$ cat src/rtl/soc_wb_pkg.sv
// soc_wb_pkg: Wishbone CTI/BTE codes, arbiter state enum and sizing helper
package soc_wb_pkg;

    localparam logic [2:0] CTI_CLASSIC = 3'b000;
    localparam logic [2:0] CTI_CONST   = 3'b001;
    localparam logic [2:0] CTI_INCR    = 3'b010;
    localparam logic [2:0] CTI_EOB     = 3'b111;

    localparam logic [1:0] BTE_LINEAR  = 2'b00;
    localparam logic [1:0] BTE_WRAP4   = 2'b01;
    localparam logic [1:0] BTE_WRAP8   = 2'b10;
    localparam logic [1:0] BTE_WRAP16  = 2'b11;

    typedef enum logic {
        ARB_IDLE,
        ARB_OWNED
    } arb_state_e;

    // Index width that stays at least one bit for a single master
    function automatic int idx_width(input int n);
        return (n > 1) ? $clog2(n) : 1;
    endfunction

endpackage

$ cat src/rtl/soc_arbiter_wb_if.sv
// soc_arbiter_wb_if: per-master request/response buses plus the shared decoder-side bus
interface soc_arbiter_wb_if #(
    parameter int MASTERS    = 2,
    parameter int DATA_WIDTH = 32,
    parameter int ADDR_WIDTH = 32
);
    localparam int SW = DATA_WIDTH / 8;

    logic [MASTERS-1:0][ADDR_WIDTH-1:0] m_adr_i;
    logic [MASTERS-1:0][DATA_WIDTH-1:0] m_dat_i;
    logic [MASTERS-1:0]                 m_cyc_i;
    logic [MASTERS-1:0]                 m_stb_i;
    logic [MASTERS-1:0][SW-1:0]         m_sel_i;
    logic [MASTERS-1:0]                 m_we_i;
    logic [MASTERS-1:0][2:0]            m_cti_i;
    logic [MASTERS-1:0][1:0]            m_bte_i;
    logic [MASTERS-1:0][DATA_WIDTH-1:0] m_dat_o;
    logic [MASTERS-1:0]                 m_ack_o;
    logic [MASTERS-1:0]                 m_err_o;
    logic [MASTERS-1:0]                 m_rty_o;

    logic [ADDR_WIDTH-1:0] s_adr_o;
    logic [DATA_WIDTH-1:0] s_dat_o;
    logic                  s_cyc_o;
    logic                  s_stb_o;
    logic [SW-1:0]         s_sel_o;
    logic                  s_we_o;
    logic [2:0]            s_cti_o;
    logic [1:0]            s_bte_o;
    logic [DATA_WIDTH-1:0] s_dat_i;
    logic                  s_ack_i;
    logic                  s_err_i;
    logic                  s_rty_i;

    logic [MASTERS-1:0]    grant_o;

    // Arbiter side
    modport slave (
        input  m_adr_i, m_dat_i, m_cyc_i, m_stb_i, m_sel_i, m_we_i, m_cti_i, m_bte_i,
        output m_dat_o, m_ack_o, m_err_o, m_rty_o,
        output s_adr_o, s_dat_o, s_cyc_o, s_stb_o, s_sel_o, s_we_o, s_cti_o, s_bte_o,
        input  s_dat_i, s_ack_i, s_err_i, s_rty_i,
        output grant_o
    );

    // Requesting masters and decoder side
    modport master (
        output m_adr_i, m_dat_i, m_cyc_i, m_stb_i, m_sel_i, m_we_i, m_cti_i, m_bte_i,
        input  m_dat_o, m_ack_o, m_err_o, m_rty_o,
        input  s_adr_o, s_dat_o, s_cyc_o, s_stb_o, s_sel_o, s_we_o, s_cti_o, s_bte_o,
        output s_dat_i, s_ack_i, s_err_i, s_rty_i,
        input  grant_o
    );

endinterface

$ cat src/rtl/soc_arbiter_rr.sv
// soc_arbiter_rr: combinational round-robin pick, searching upward from last_owner+1
module soc_arbiter_rr
    import soc_wb_pkg::*;
#(
    parameter int MASTERS = 2,
    parameter int IW      = idx_width(MASTERS)
) (
    input  logic [MASTERS-1:0] req,
    input  logic [IW-1:0]      last_owner,
    output logic [MASTERS-1:0] winner
);

    // Walk from the farthest candidate to the nearest so the nearest requester wins
    always_comb begin
        winner = '0;
        for (int k = MASTERS; k >= 1; k--) begin
            if (|(req & (MASTERS'(1) << ((int'(last_owner) + k) % MASTERS))))
                winner = MASTERS'(1) << ((int'(last_owner) + k) % MASTERS);
        end
    end

endmodule

$ cat src/rtl/soc_arbiter_wb.sv
// soc_arbiter_wb: round-robin Wishbone arbiter, MASTERS masters onto one shared bus.
// Optional watchdog on a stalled slave enabled by SOC_ARB_TIMEOUT_EN.
module soc_arbiter_wb
    import soc_wb_pkg::*;
#(
    parameter int MASTERS    = 2,
    parameter int DATA_WIDTH = 32,
    parameter int ADDR_WIDTH = 32,
    parameter int TIMEOUT    = 255
) (
    input  logic               clk_i,
    input  logic               rst_i,
    soc_arbiter_wb_if.slave    bus
);

    localparam int IW = idx_width(MASTERS);

    arb_state_e         state, state_n;
    logic [MASTERS-1:0] grant, grant_n, winner;
    logic [IW-1:0]      last_owner, last_n, owner_idx;
    logic               owner_cyc;
    logic               tmo_err;

    soc_arbiter_rr #(.MASTERS(MASTERS), .IW(IW)) u_rr (
        .req        (bus.m_cyc_i),
        .last_owner (last_owner),
        .winner     (winner)
    );

    // Route the granted master onto the shared bus; an all-zero grant yields an idle bus
    always_comb begin
        bus.s_adr_o = '0;
        bus.s_dat_o = '0;
        bus.s_stb_o = 1'b0;
        bus.s_sel_o = '0;
        bus.s_we_o  = 1'b0;
        bus.s_cti_o = CTI_CLASSIC;
        bus.s_bte_o = BTE_LINEAR;
        owner_cyc   = 1'b0;
        owner_idx   = '0;
        for (int i = 0; i < MASTERS; i++) begin
            if (grant[i]) begin
                bus.s_adr_o = bus.m_adr_i[i];
                bus.s_dat_o = bus.m_dat_i[i];
                bus.s_stb_o = bus.m_stb_i[i];
                bus.s_sel_o = bus.m_sel_i[i];
                bus.s_we_o  = bus.m_we_i[i];
                bus.s_cti_o = bus.m_cti_i[i];
                bus.s_bte_o = bus.m_bte_i[i];
                owner_cyc   = bus.m_cyc_i[i];
                owner_idx   = IW'(i);
            end
        end
    end

    assign bus.s_cyc_o = owner_cyc;
    assign bus.grant_o = grant;

    // Responses reach only the owner; read data is broadcast but held at zero in reset
    always_comb begin
        for (int i = 0; i < MASTERS; i++)
            bus.m_dat_o[i] = rst_i ? '0 : bus.s_dat_i;
    end

    assign bus.m_ack_o = grant & {MASTERS{bus.s_ack_i}};
    assign bus.m_err_o = grant & {MASTERS{bus.s_err_i | tmo_err}};
    assign bus.m_rty_o = grant & {MASTERS{bus.s_rty_i}};

    // Next-state: arbitrate only from IDLE, release when the owner drops its cycle
    always_comb begin
        state_n = state;
        grant_n = grant;
        last_n  = last_owner;
        if (state == ARB_IDLE) begin
            grant_n = winner;
            state_n = (|bus.m_cyc_i) ? ARB_OWNED : ARB_IDLE;
        end else if (!owner_cyc) begin
            grant_n = '0;
            last_n  = owner_idx;
            state_n = ARB_IDLE;
        end
    end

    // State register; reset makes master 0 the first winner
    always_ff @(posedge clk_i or posedge rst_i) begin
        if (rst_i) begin
            state      <= ARB_IDLE;
            grant      <= '0;
            last_owner <= IW'(MASTERS - 1);
        end else begin
            state      <= state_n;
            grant      <= grant_n;
            last_owner <= last_n;
        end
    end

`ifdef SOC_ARB_TIMEOUT_EN
    localparam int CW = $clog2(TIMEOUT + 1);

    logic [CW-1:0] tmo_cnt;
    logic          stall;

    assign stall   = bus.s_stb_o && !(bus.s_ack_i || bus.s_err_i || bus.s_rty_i);
    assign tmo_err = stall && (tmo_cnt == CW'(TIMEOUT - 1));

    // Count consecutive stalled strobe cycles; restart after firing or any response
    always_ff @(posedge clk_i or posedge rst_i) begin
        if (rst_i)
            tmo_cnt <= '0;
        else
            tmo_cnt <= (stall && !tmo_err) ? tmo_cnt + 1'b1 : '0;
    end
`else
    // No watchdog: a negative limit is impossible, so the error is never raised
    assign tmo_err = (TIMEOUT < 0);
`endif

endmodule

$ cat src/flat_wrapper.sv
// flat-port wrapper written by rule: the top's interface ports become plain ports
module soc_arbiter_wb_flat import soc_wb_pkg::*;
#(
    parameter int MASTERS    = 2,
    parameter int DATA_WIDTH = 32,
    parameter int ADDR_WIDTH = 32,
    parameter int TIMEOUT    = 255
)
  (clk_i, rst_i, bus_m_adr_i, bus_m_dat_i, bus_m_cyc_i, bus_m_stb_i, bus_m_sel_i, bus_m_we_i, bus_m_cti_i, bus_m_bte_i, bus_m_dat_o, bus_m_ack_o, bus_m_err_o, bus_m_rty_o, bus_s_adr_o, bus_s_dat_o, bus_s_cyc_o, bus_s_stb_o, bus_s_sel_o, bus_s_we_o, bus_s_cti_o, bus_s_bte_o, bus_s_dat_i, bus_s_ack_i, bus_s_err_i, bus_s_rty_i, bus_grant_o);
  soc_arbiter_wb_if #(.MASTERS(MASTERS), .DATA_WIDTH(DATA_WIDTH), .ADDR_WIDTH(ADDR_WIDTH)) bus_i ();
  input  logic clk_i;
  input  logic rst_i;
  input wire logic [$bits(bus_i.m_adr_i)-1:0] bus_m_adr_i;
  input wire logic [$bits(bus_i.m_dat_i)-1:0] bus_m_dat_i;
  input wire logic [$bits(bus_i.m_cyc_i)-1:0] bus_m_cyc_i;
  input wire logic [$bits(bus_i.m_stb_i)-1:0] bus_m_stb_i;
  input wire logic [$bits(bus_i.m_sel_i)-1:0] bus_m_sel_i;
  input wire logic [$bits(bus_i.m_we_i)-1:0] bus_m_we_i;
  input wire logic [$bits(bus_i.m_cti_i)-1:0] bus_m_cti_i;
  input wire logic [$bits(bus_i.m_bte_i)-1:0] bus_m_bte_i;
  output wire logic [$bits(bus_i.m_dat_o)-1:0] bus_m_dat_o;
  output wire logic [$bits(bus_i.m_ack_o)-1:0] bus_m_ack_o;
  output wire logic [$bits(bus_i.m_err_o)-1:0] bus_m_err_o;
  output wire logic [$bits(bus_i.m_rty_o)-1:0] bus_m_rty_o;
  output wire logic [$bits(bus_i.s_adr_o)-1:0] bus_s_adr_o;
  output wire logic [$bits(bus_i.s_dat_o)-1:0] bus_s_dat_o;
  output wire logic [$bits(bus_i.s_cyc_o)-1:0] bus_s_cyc_o;
  output wire logic [$bits(bus_i.s_stb_o)-1:0] bus_s_stb_o;
  output wire logic [$bits(bus_i.s_sel_o)-1:0] bus_s_sel_o;
  output wire logic [$bits(bus_i.s_we_o)-1:0] bus_s_we_o;
  output wire logic [$bits(bus_i.s_cti_o)-1:0] bus_s_cti_o;
  output wire logic [$bits(bus_i.s_bte_o)-1:0] bus_s_bte_o;
  input wire logic [$bits(bus_i.s_dat_i)-1:0] bus_s_dat_i;
  input wire logic [$bits(bus_i.s_ack_i)-1:0] bus_s_ack_i;
  input wire logic [$bits(bus_i.s_err_i)-1:0] bus_s_err_i;
  input wire logic [$bits(bus_i.s_rty_i)-1:0] bus_s_rty_i;
  output wire logic [$bits(bus_i.grant_o)-1:0] bus_grant_o;
  assign bus_i.m_adr_i = bus_m_adr_i;
  assign bus_i.m_dat_i = bus_m_dat_i;
  assign bus_i.m_cyc_i = bus_m_cyc_i;
  assign bus_i.m_stb_i = bus_m_stb_i;
  assign bus_i.m_sel_i = bus_m_sel_i;
  assign bus_i.m_we_i = bus_m_we_i;
  assign bus_i.m_cti_i = bus_m_cti_i;
  assign bus_i.m_bte_i = bus_m_bte_i;
  assign bus_m_dat_o = bus_i.m_dat_o;
  assign bus_m_ack_o = bus_i.m_ack_o;
  assign bus_m_err_o = bus_i.m_err_o;
  assign bus_m_rty_o = bus_i.m_rty_o;
  assign bus_s_adr_o = bus_i.s_adr_o;
  assign bus_s_dat_o = bus_i.s_dat_o;
  assign bus_s_cyc_o = bus_i.s_cyc_o;
  assign bus_s_stb_o = bus_i.s_stb_o;
  assign bus_s_sel_o = bus_i.s_sel_o;
  assign bus_s_we_o = bus_i.s_we_o;
  assign bus_s_cti_o = bus_i.s_cti_o;
  assign bus_s_bte_o = bus_i.s_bte_o;
  assign bus_i.s_dat_i = bus_s_dat_i;
  assign bus_i.s_ack_i = bus_s_ack_i;
  assign bus_i.s_err_i = bus_s_err_i;
  assign bus_i.s_rty_i = bus_s_rty_i;
  assign bus_grant_o = bus_i.grant_o;
  soc_arbiter_wb #(.MASTERS(MASTERS), .DATA_WIDTH(DATA_WIDTH), .ADDR_WIDTH(ADDR_WIDTH), .TIMEOUT(TIMEOUT)) u_core (.clk_i(clk_i), .rst_i(rst_i), .bus(bus_i));
endmodule
$ cat config.mk
export PLATFORM = sky130hd
export DESIGN_NAME = soc_arbiter_wb_flat
export DESIGN_NICKNAME = d
export VERILOG_FILES = /design/src/rtl/soc_wb_pkg.sv /design/src/rtl/soc_arbiter_wb_if.sv /design/src/rtl/soc_arbiter_rr.sv /design/src/rtl/soc_arbiter_wb.sv /design/src/flat_wrapper.sv
export SDC_FILE = /design/constraint.sdc
export NUM_CORES = 1
export LEC_CHECK = 0
export ABC_CLOCK_PERIOD_IN_PS = 1550
export CELL_PAD_IN_SITES_DETAIL_PLACEMENT = 1
export CELL_PAD_IN_SITES_GLOBAL_PLACEMENT = 1
export CORE_MARGIN = 10
export CORE_UTILIZATION = 10
export CTS_CLUSTER_SIZE = 28
export DETAILED_ROUTE_END_ITERATION = 16
export PLACE_DENSITY_LB_ADDON = 0.12
export SYNTH_ARGS = -nofsm -noshare
export SYNTH_HDL_FRONTEND = slang
export SYNTH_SLANG_ARGS = --single-unit
$ cat constraint.sdc
create_clock -name clk_i -period 1.55 [get_ports clk_i]
set_input_delay 0.465 -clock clk_i [delete_from_list [all_inputs] [get_ports clk_i]]
set_output_delay 0.465 -clock clk_i [all_outputs]
set_load 0.005 [all_outputs]
==> key figures, run 1 <==
Route
  • Vias: 2886
  • 1st-iter DRT viols: 68
  • Routed Wire Length: 17.1 mm
  • Detail Route Antenna Nets: 0
  • Per-cell routed wire length: 23.7 um
  • Residual DRC: 0
  • Via/cell ratio: 3.99
  • DR pass1 iterations: 3

Placement
  • Pre-CTS setup slack: -783 ps
  • Hpwl dp: 13.2 mm
  • Port Buffers: 336
  • Routability cong.: 0.787

Synthesis
  • Post-synth top area cell: a22o_1
  • Mapped Area: 0.00148 mm2
  • Syn avg cell area: 7.89 um2
  • Post-synthesis cell type count: 19
  • Top-area cell type share of the netlist area: 0.449
  • Syn_nets: 377
  • Synth top area cells: a22o_1 45%, buf_4 17%, nor2b_1 14%, dfrtp_1 5.1%, buf_2 4.4%
  • Synth Warn #: 0
  • FF+latch count, synth: 4
  • Synth Instances: 188
  • Seq/Total Area, Yosys: 0.0684

Final layout
  • Layout area overhead: 268%
  • Layout cell share with drive strength beyond 1: 0.465
  • Diodes inserted: 0
  • Layout net count: 730

Timing
  • Slew @ Worst Pin: 262 ps
  • Period utilisation layout: 1.37
  • Final Max Tran Viols: 0
  • FMAX: 471 MHz
  • Clock Skew: 6.32 ps
  • Final hold violations: 0
  • Hold slack: 522 ps
  • # setup viols final: 120
  • Slew HR: 0.825
  • Minimum clock period: 2120 ps
  • Setup ws final: -572 ps
  • RSZ-0062 raised after global routing: true

Pwr
  • PwrDens: 524 mW/mm2
  • Total power: 2.86 mW
  • Worst vdd ir: 0.000288 V
  • Leak: 2.71 nW

CTS
  • TritonCTS Buffers: 3
  • Clk buf depth: 2
  • Htree depth: 1
  • CTS tree: built
  • Sink Count: 4
  • CTS Root Cell: clkbuf_16
  • Clk_lat worst skew: 230 ps
  • Hold_buf cts: 0
  • Worst-path clk slew: 30 ps

Floorplan
  • Die W: 142 um
  • Die Ht: 142 um
  • Initial Util: 0.102
  • Core ar.: 0.0145 mm2
  • Die ar.: 0.0201 mm2
  • I/O Pins: 337
  • FP Rows: 44

Setup path
  • CP endpoint kind: output pin
  • CP startpoint kind: flop
  • Crit path required time: 1080 ps
  • Worst Path Arrival: 1660 ps
  • CP Class: reg2out
  • Critical Path Fanout Max: 6

GRT
  • First-pass GRT wire length: 22.5 mm
  • Largest net degree at the start of global routing: 49
  • Top Usage Layer GRT: met2
  • Met3 GRT Util: 0.0364
  • Global routing usage on met1: 0.141
  • Initial antenna violation count: 0
  • M2 GR Usage: 0.318
  • Vias in the first global route: 3136
  • Total GRT Usage: 0.148
  • Grt total ovfl: 0

Status
  • Failing checks: setup timing
  • Status: finished with violations

Min path
  • Worst Hold Class: reg2reg

Job
  • Max-cap check violation count: 0
[path summary, 6_finish.rpt]
kind                                              startpoint                                 to  slack, ps  cells after the start
max reg2reg                u_core.bus.grant_o[0]$_DFFE_PP0P_             u_core.state$_DFF_PP0_        190                      7
max                        u_core.bus.grant_o[0]$_DFFE_PP0P_                     bus_s_dat_o[0]       -570                      8
min reg2reg                           u_core.state$_DFF_PP0_  u_core.bus.grant_o[0]$_DFFE_PP0P_        520                      1
max in group asynchronous                              rst_i      u_core.last_owner$_DFFE_PP1P_        790                      5
min in group asynchronous                              rst_i  u_core.bus.grant_o[0]$_DFFE_PP0P_        530                      5
min                                   u_core.state$_DFF_PP0_  u_core.bus.grant_o[0]$_DFFE_PP0P_        520                      1
[layout by cell type, fill, tap and decap left out, drive strengths merged]
cell type / Yosys / routed
a21boi: 1 / 1
a22o: 76 / 76
a31oi: 1 / 1
and2: 6 / 6
buf: 51 / 188
clkbuf: 3 / 27
clkdlybuf4s15: 0 / 4
clkdlybuf4s50: 0 / 152
dfrtp: 3 / 3
dfstp: 1 / 1
dlygate4sd2: 0 / 33
dlymetal6s2s: 0 / 2
inv: 3 / 3
mux2i: 1 / 1
nand2: 3 / 3
nor2: 1 / 1
nor2b: 34 / 34
o21ai: 2 / 2
o22a: 1 / 1
o32ai: 1 / 1
[metal layers]
metal / vias to the layer above / part of all wire
li1: 1381 / -
met1: 1385 / 0.33
met2: 115 / 0.61
met3: 5 / 0.057
met4: 0 / 0.0024
met5: - / 0
[synth_stat cells]
cell / instances
o32ai_1: 1
nand2_1: 3
buf_4: 33
buf_6: 5
a22o_1: 76
dfstp_2: 1
nor2b_1: 33
a31oi_1: 1
buf_2: 13
dfrtp_1: 3
nor2_1: 1
inv_1: 3
clkbuf_1: 3
nor2b_4: 1
mux2i_1: 1
o21ai_0: 2
and2_1: 6
o22a_1: 1
a21boi_0: 1
[final cells by class]
type | instances | area [um2]
clock buffer | 4 | 78.8
sequential | 4 | 103
timing repair buffer | 402 | 3800
inverter | 3 | 11.3
tap | 184 | 230
multi-input combinational | 127 | 1230
fill | 1676 | 9070
[registers in the layout (all words and copies together) (netlist names)]
| register | cells |
|---|---|
| u_core.bus.grant_o | 2 |
| u_core.last_owner | 1 |
| u_core.state | 1 |
[where the power goes]
part | total, mW | switching (mW) | internal (mW)
Clock | 0.419 | 0.0788 | 0.340
Combinational | 2.30 | 0.863 | 1.44
Sequential | 0.145 | 0.0177 | 0.127
[per-stage QoR]
stage / TNS (ps) / util / cell area (um2) / instances
floorplan: -166 / - / 1480 / 188
global placement: -86200 / 0.331 / 4820 / 665
detailed placement: -87870 / 0.331 / 4820 / 665
CTS: -38550 / 0.371 / 5390 / 714
global route: -34480 / 0.376 / 5460 / 724
finish: -28180 / 0.376 / 5460 / 724
[critical path, cell delays in order, from the launching register on]
cell and delay, ps:
dfrtp_1 370, nor2b_4 140, buf_6 120, buf_8 130, buf_16 130, buf_6 120
buf_6 110, a22o_1 180, buf_2 130
[kinds of logic after synthesis]
family	synth area share
compound gates	0.477
buf+inv	0.264
flops	0.0684
mux	0.00675
simple gates	0.184
[repair_timing]
action | CTS | global route
pin swaps | 1 | 8
setup endpoints to repair | 148 | 125
setup buffers | 39 | 17
resized for setup | 608 | 158
cloned | 6 | 4
Note: power is estimated with default switching activity, not from simulation.
==> run 2, diff against run 1 <==
--- a/config.mk
+++ b/config.mk
@@ -8,6 +8,7 @@
 export ABC_CLOCK_PERIOD_IN_PS = 1550
 export CELL_PAD_IN_SITES_DETAIL_PLACEMENT = 1
 export CELL_PAD_IN_SITES_GLOBAL_PLACEMENT = 1
+export CORE_ASPECT_RATIO = 2
 export CORE_MARGIN = 10
 export CORE_UTILIZATION = 10
 export CTS_CLUSTER_SIZE = 28
==> key figures, run 2 (same netlist as run 1, synthesis figures left out) <==
Timing
  • Setup ws final: -448 ps (was -572 ps)
  • Slew HR: 0.830 (was 0.825)
  • # setup viols final: 82 (was 120)
  • Minimum clock period: 2000 ps (was 2120 ps)
  • Final sum of negative setup slack: -26810 ps (was -28180 ps)
  • FMAX: 500 MHz (was 471 MHz)
  • Hold slack: 321 ps (was 522 ps)
  • RSZ-0062 raised after global routing: true (unchanged)
  • Final hold violations: 0 (unchanged)
  • Final Max Tran Viols: 0 (unchanged)
  • Slew @ Worst Pin: 255 ps (was 262 ps)
  • Clock Skew: 3.82 ps (was 6.32 ps)
  • Period utilisation layout: 1.29 (was 1.37)

Final layout
  • Post-Layout Cell Count: 722 (was 724)
  • Layout cell share with drive strength beyond 1: 0.457 (was 0.465)
  • Layout area overhead: 247% (was 268%)
  • Layout net count: 720 (was 730)
  • Diodes inserted: 0 (unchanged)
  • Leading cell type in the layout, fill and taps excluded: clkdlybuf4s50_1 (unchanged)
  • Fillcell total: 1731 (was 1676)
  • Commonest non-fill, non-tap cells in the layout: 152 x clkdlybuf4s50_1, 113 x buf_2, 76 x a22o_1 (was 152 x clkdlybuf4s50_1, 87 x buf_2, 76 x a22o_1)
  • Max reg flops: 2 (unchanged)

Pwr
  • Leak: 2.56 nW (was 2.71 nW)
  • Total power: 2.81 mW (was 2.86 mW)
  • Worst vdd ir: 0.000399 V (was 0.000288 V)
  • PwrDens: 546 mW/mm2 (was 524 mW/mm2)

Setup path
  • CP Class: reg2out (unchanged)
  • CP endpoint kind: output pin (unchanged)
  • CP Cell Sequence: nor2b_4 > buf_12 > buf_12 > buf_12 > buf_6 > a22o_1 > buf_2 (was nor2b_4 > buf_6 > buf_8 > buf_16 > buf_6 > buf_6 > a22o_1 > buf_2)
  • Worst Path Arrival: 1530 ps (was 1660 ps)
  • Max incr delay on CP: 370 ps (about the same)
  • Critical Path Fanout Max: 9 (was 6)
  • Cell repeated most along the worst path: buf_12 (was buf_6)
  • CP startpoint kind: flop (unchanged)
  • CP max-delay cell: dfrtp_1 (unchanged)
  • Crit path required time: 1080 ps (about the same)

Floorplan
  • Core ar.: 0.0144 mm2 (was 0.0145 mm2)
  • Die Ht: 192 um (was 142 um)
  • I/O Pins: 337 (unchanged)
  • Die ar.: 0.0204 mm2 (was 0.0201 mm2)
  • FP Rows: 62 (was 44)
  • Initial Util: 0.103 (was 0.102)
  • Die W: 106 um (was 142 um)

Route
  • Via/cell ratio: 4.10 (was 3.99)
  • DR pass1 iterations: 4 (was 3)
  • Vias: 2959 (was 2886)
  • Residual DRC: 0 (unchanged)
  • Per-cell routed wire length: 23.5 um (was 23.7 um)
  • Detail Route Antenna Nets: 0 (unchanged)
  • 1st-iter DRT viols: 62 (was 68)
  • Routed Wire Length: 16.9 mm (was 17.1 mm)

CTS
  • Clk_lat worst skew: 230 ps (about the same)
  • Clk buf depth: 2 (unchanged)
  • Worst-path clk slew: 30 ps (about the same)
  • CTS Root Cell: clkbuf_16 (unchanged)
  • Htree depth: 1 (unchanged)
  • Sink Count: 4 (unchanged)
  • TritonCTS Buffers: 3 (unchanged)
  • Hold_buf cts: 0 (unchanged)
  • CTS tree: built (unchanged)

Placement
  • Pre-CTS setup slack: -858 ps (was -783 ps)
  • Port Buffers: 336 (unchanged)
  • Placed cell count: 681 (was 665)
  • Hpwl dp: 13.8 mm (was 13.2 mm)
  • Routability cong.: 0.781 (was 0.787)

GRT
  • First-pass GRT wire length: 23.2 mm (was 22.5 mm)
  • Top Usage Layer GRT: met2 (unchanged)
  • Global routing usage on met1: 0.142 (was 0.141)
  • Largest net degree at the start of global routing: 25 (was 49)
  • Initial antenna violation count: 0 (unchanged)
  • M2 GR Usage: 0.286 (was 0.318)
  • Grt total ovfl: 0 (unchanged)
  • Met3 GRT Util: 0.0749 (was 0.0364)
  • Total GRT Usage: 0.149 (was 0.148)
  • Vias in the first global route: 3345 (was 3136)

Min path
  • Worst Hold Class: in2async (was reg2reg)

Job
  • Max-cap check violation count: 0 (unchanged)

Status
  • Failing checks: setup timing (unchanged)
  • Status: finished with violations (unchanged)
## run 2: changes by cell type in the layout (fill, tap and decap cells not counted), moves of 3 or more
cell and delta:
buf_12 +3, buf_2 +26, buf_4 +12, buf_6 -34, buf_8 -6, clkbuf_2 -7, clkdlybuf4s15_1 -3, nor2b_2 +3
nor2b_4 -3
## run 2: through the flow
stage	utilization	cell area (um2)
floorplan	-	1480
global placement	0.342	4940
detailed placement	0.342	4940
CTS	0.366	5280
global route	0.356	5140
finish	0.356	5140
## run 2: layout make-up
cell class / instances / area (um2) / area share
Clock buffer: 4 / 78.8 / 0.0153
Inverter: 3 / 11.3 / 0.00219
Multi-Input combinational cell: 127 / 1210 / 0.236
Sequential cell: 4 / 103 / 0.0199
Tap cell: 192 / 240 / 0.0467
Timing Repair Buffer: 392 / 3500 / 0.680
## run 2: path summary, 6_finish.rpt
kind / startpoint / to / slack [ps] / cells past startpoint
setup / recovery: u_core.bus.grant_o[0]$_DFFE_PP0P_ / bus_s_adr_o[5] / -450 / 7
hold / removal: rst_i / u_core.state$_DFF_PP0_ / 320 / 3
setup reg to reg: u_core.bus.grant_o[1]$_DFFE_PP0P_ / u_core.bus.grant_o[1]$_DFFE_PP0P_ / 70 / 7
hold reg to reg: u_core.last_owner$_DFFE_PP1P_ / u_core.last_owner$_DFFE_PP1P_ / 540 / 1
max in group asynchronous: rst_i / u_core.last_owner$_DFFE_PP1P_ / 1000 / 3
min in group clk_i: u_core.last_owner$_DFFE_PP1P_ / u_core.last_owner$_DFFE_PP1P_ / 540 / 1
## run 2: report_power, final
| part | internal [mW] | switching, mW |
|---|---|---|
| sequential | 0.127 | 0.0187 |
| clock | 0.340 | 0.0741 |
| combinational | 1.41 | 0.843 |
| total | 1.87 | 0.936 |
## run 2: per-layer routing
| layer | wire length (um) | vias to the layer above |
|---|---|---|
| li1 | - | 1359 |
| met1 | 5760 | 1363 |
| met2 | 9140 | 233 |
| met3 | 1980 | 4 |
| met4 | 51 | 0 |
| met5 | 0 | - |
## run 2: what timing repair did
action                                 in CTS  in global routing
setup endpoints to repair                 148                103
gates resized for setup                   699                 48
pin swaps                                  11                  5
cloned                                      7                  4
endpoints found under the hold margin       0                  0
setup buffers                              27                  8
## run 2: worst max-delay path: cells and delay by family (launching register included)
kind | cells | cell delay, ps
buffers and inverters | 5 | 630
DFF | 1 | 370
AOI/OAI and AO/OA | 1 | 180
and+or+nand+nor | 1 | 140
==> run 3, diff against run 2 <==
--- a/config.mk
+++ b/config.mk
@@ -13,6 +13,7 @@
 export CORE_UTILIZATION = 10
 export CTS_CLUSTER_SIZE = 28
 export DETAILED_ROUTE_END_ITERATION = 16
+export HOLD_SLACK_MARGIN = 0.05
 export PLACE_DENSITY_LB_ADDON = 0.12
 export SYNTH_ARGS = -nofsm -noshare
 export SYNTH_HDL_FRONTEND = slang
==> results of run 3 <==
The final DEF is identical to that of run 2; final timing and power are the same.
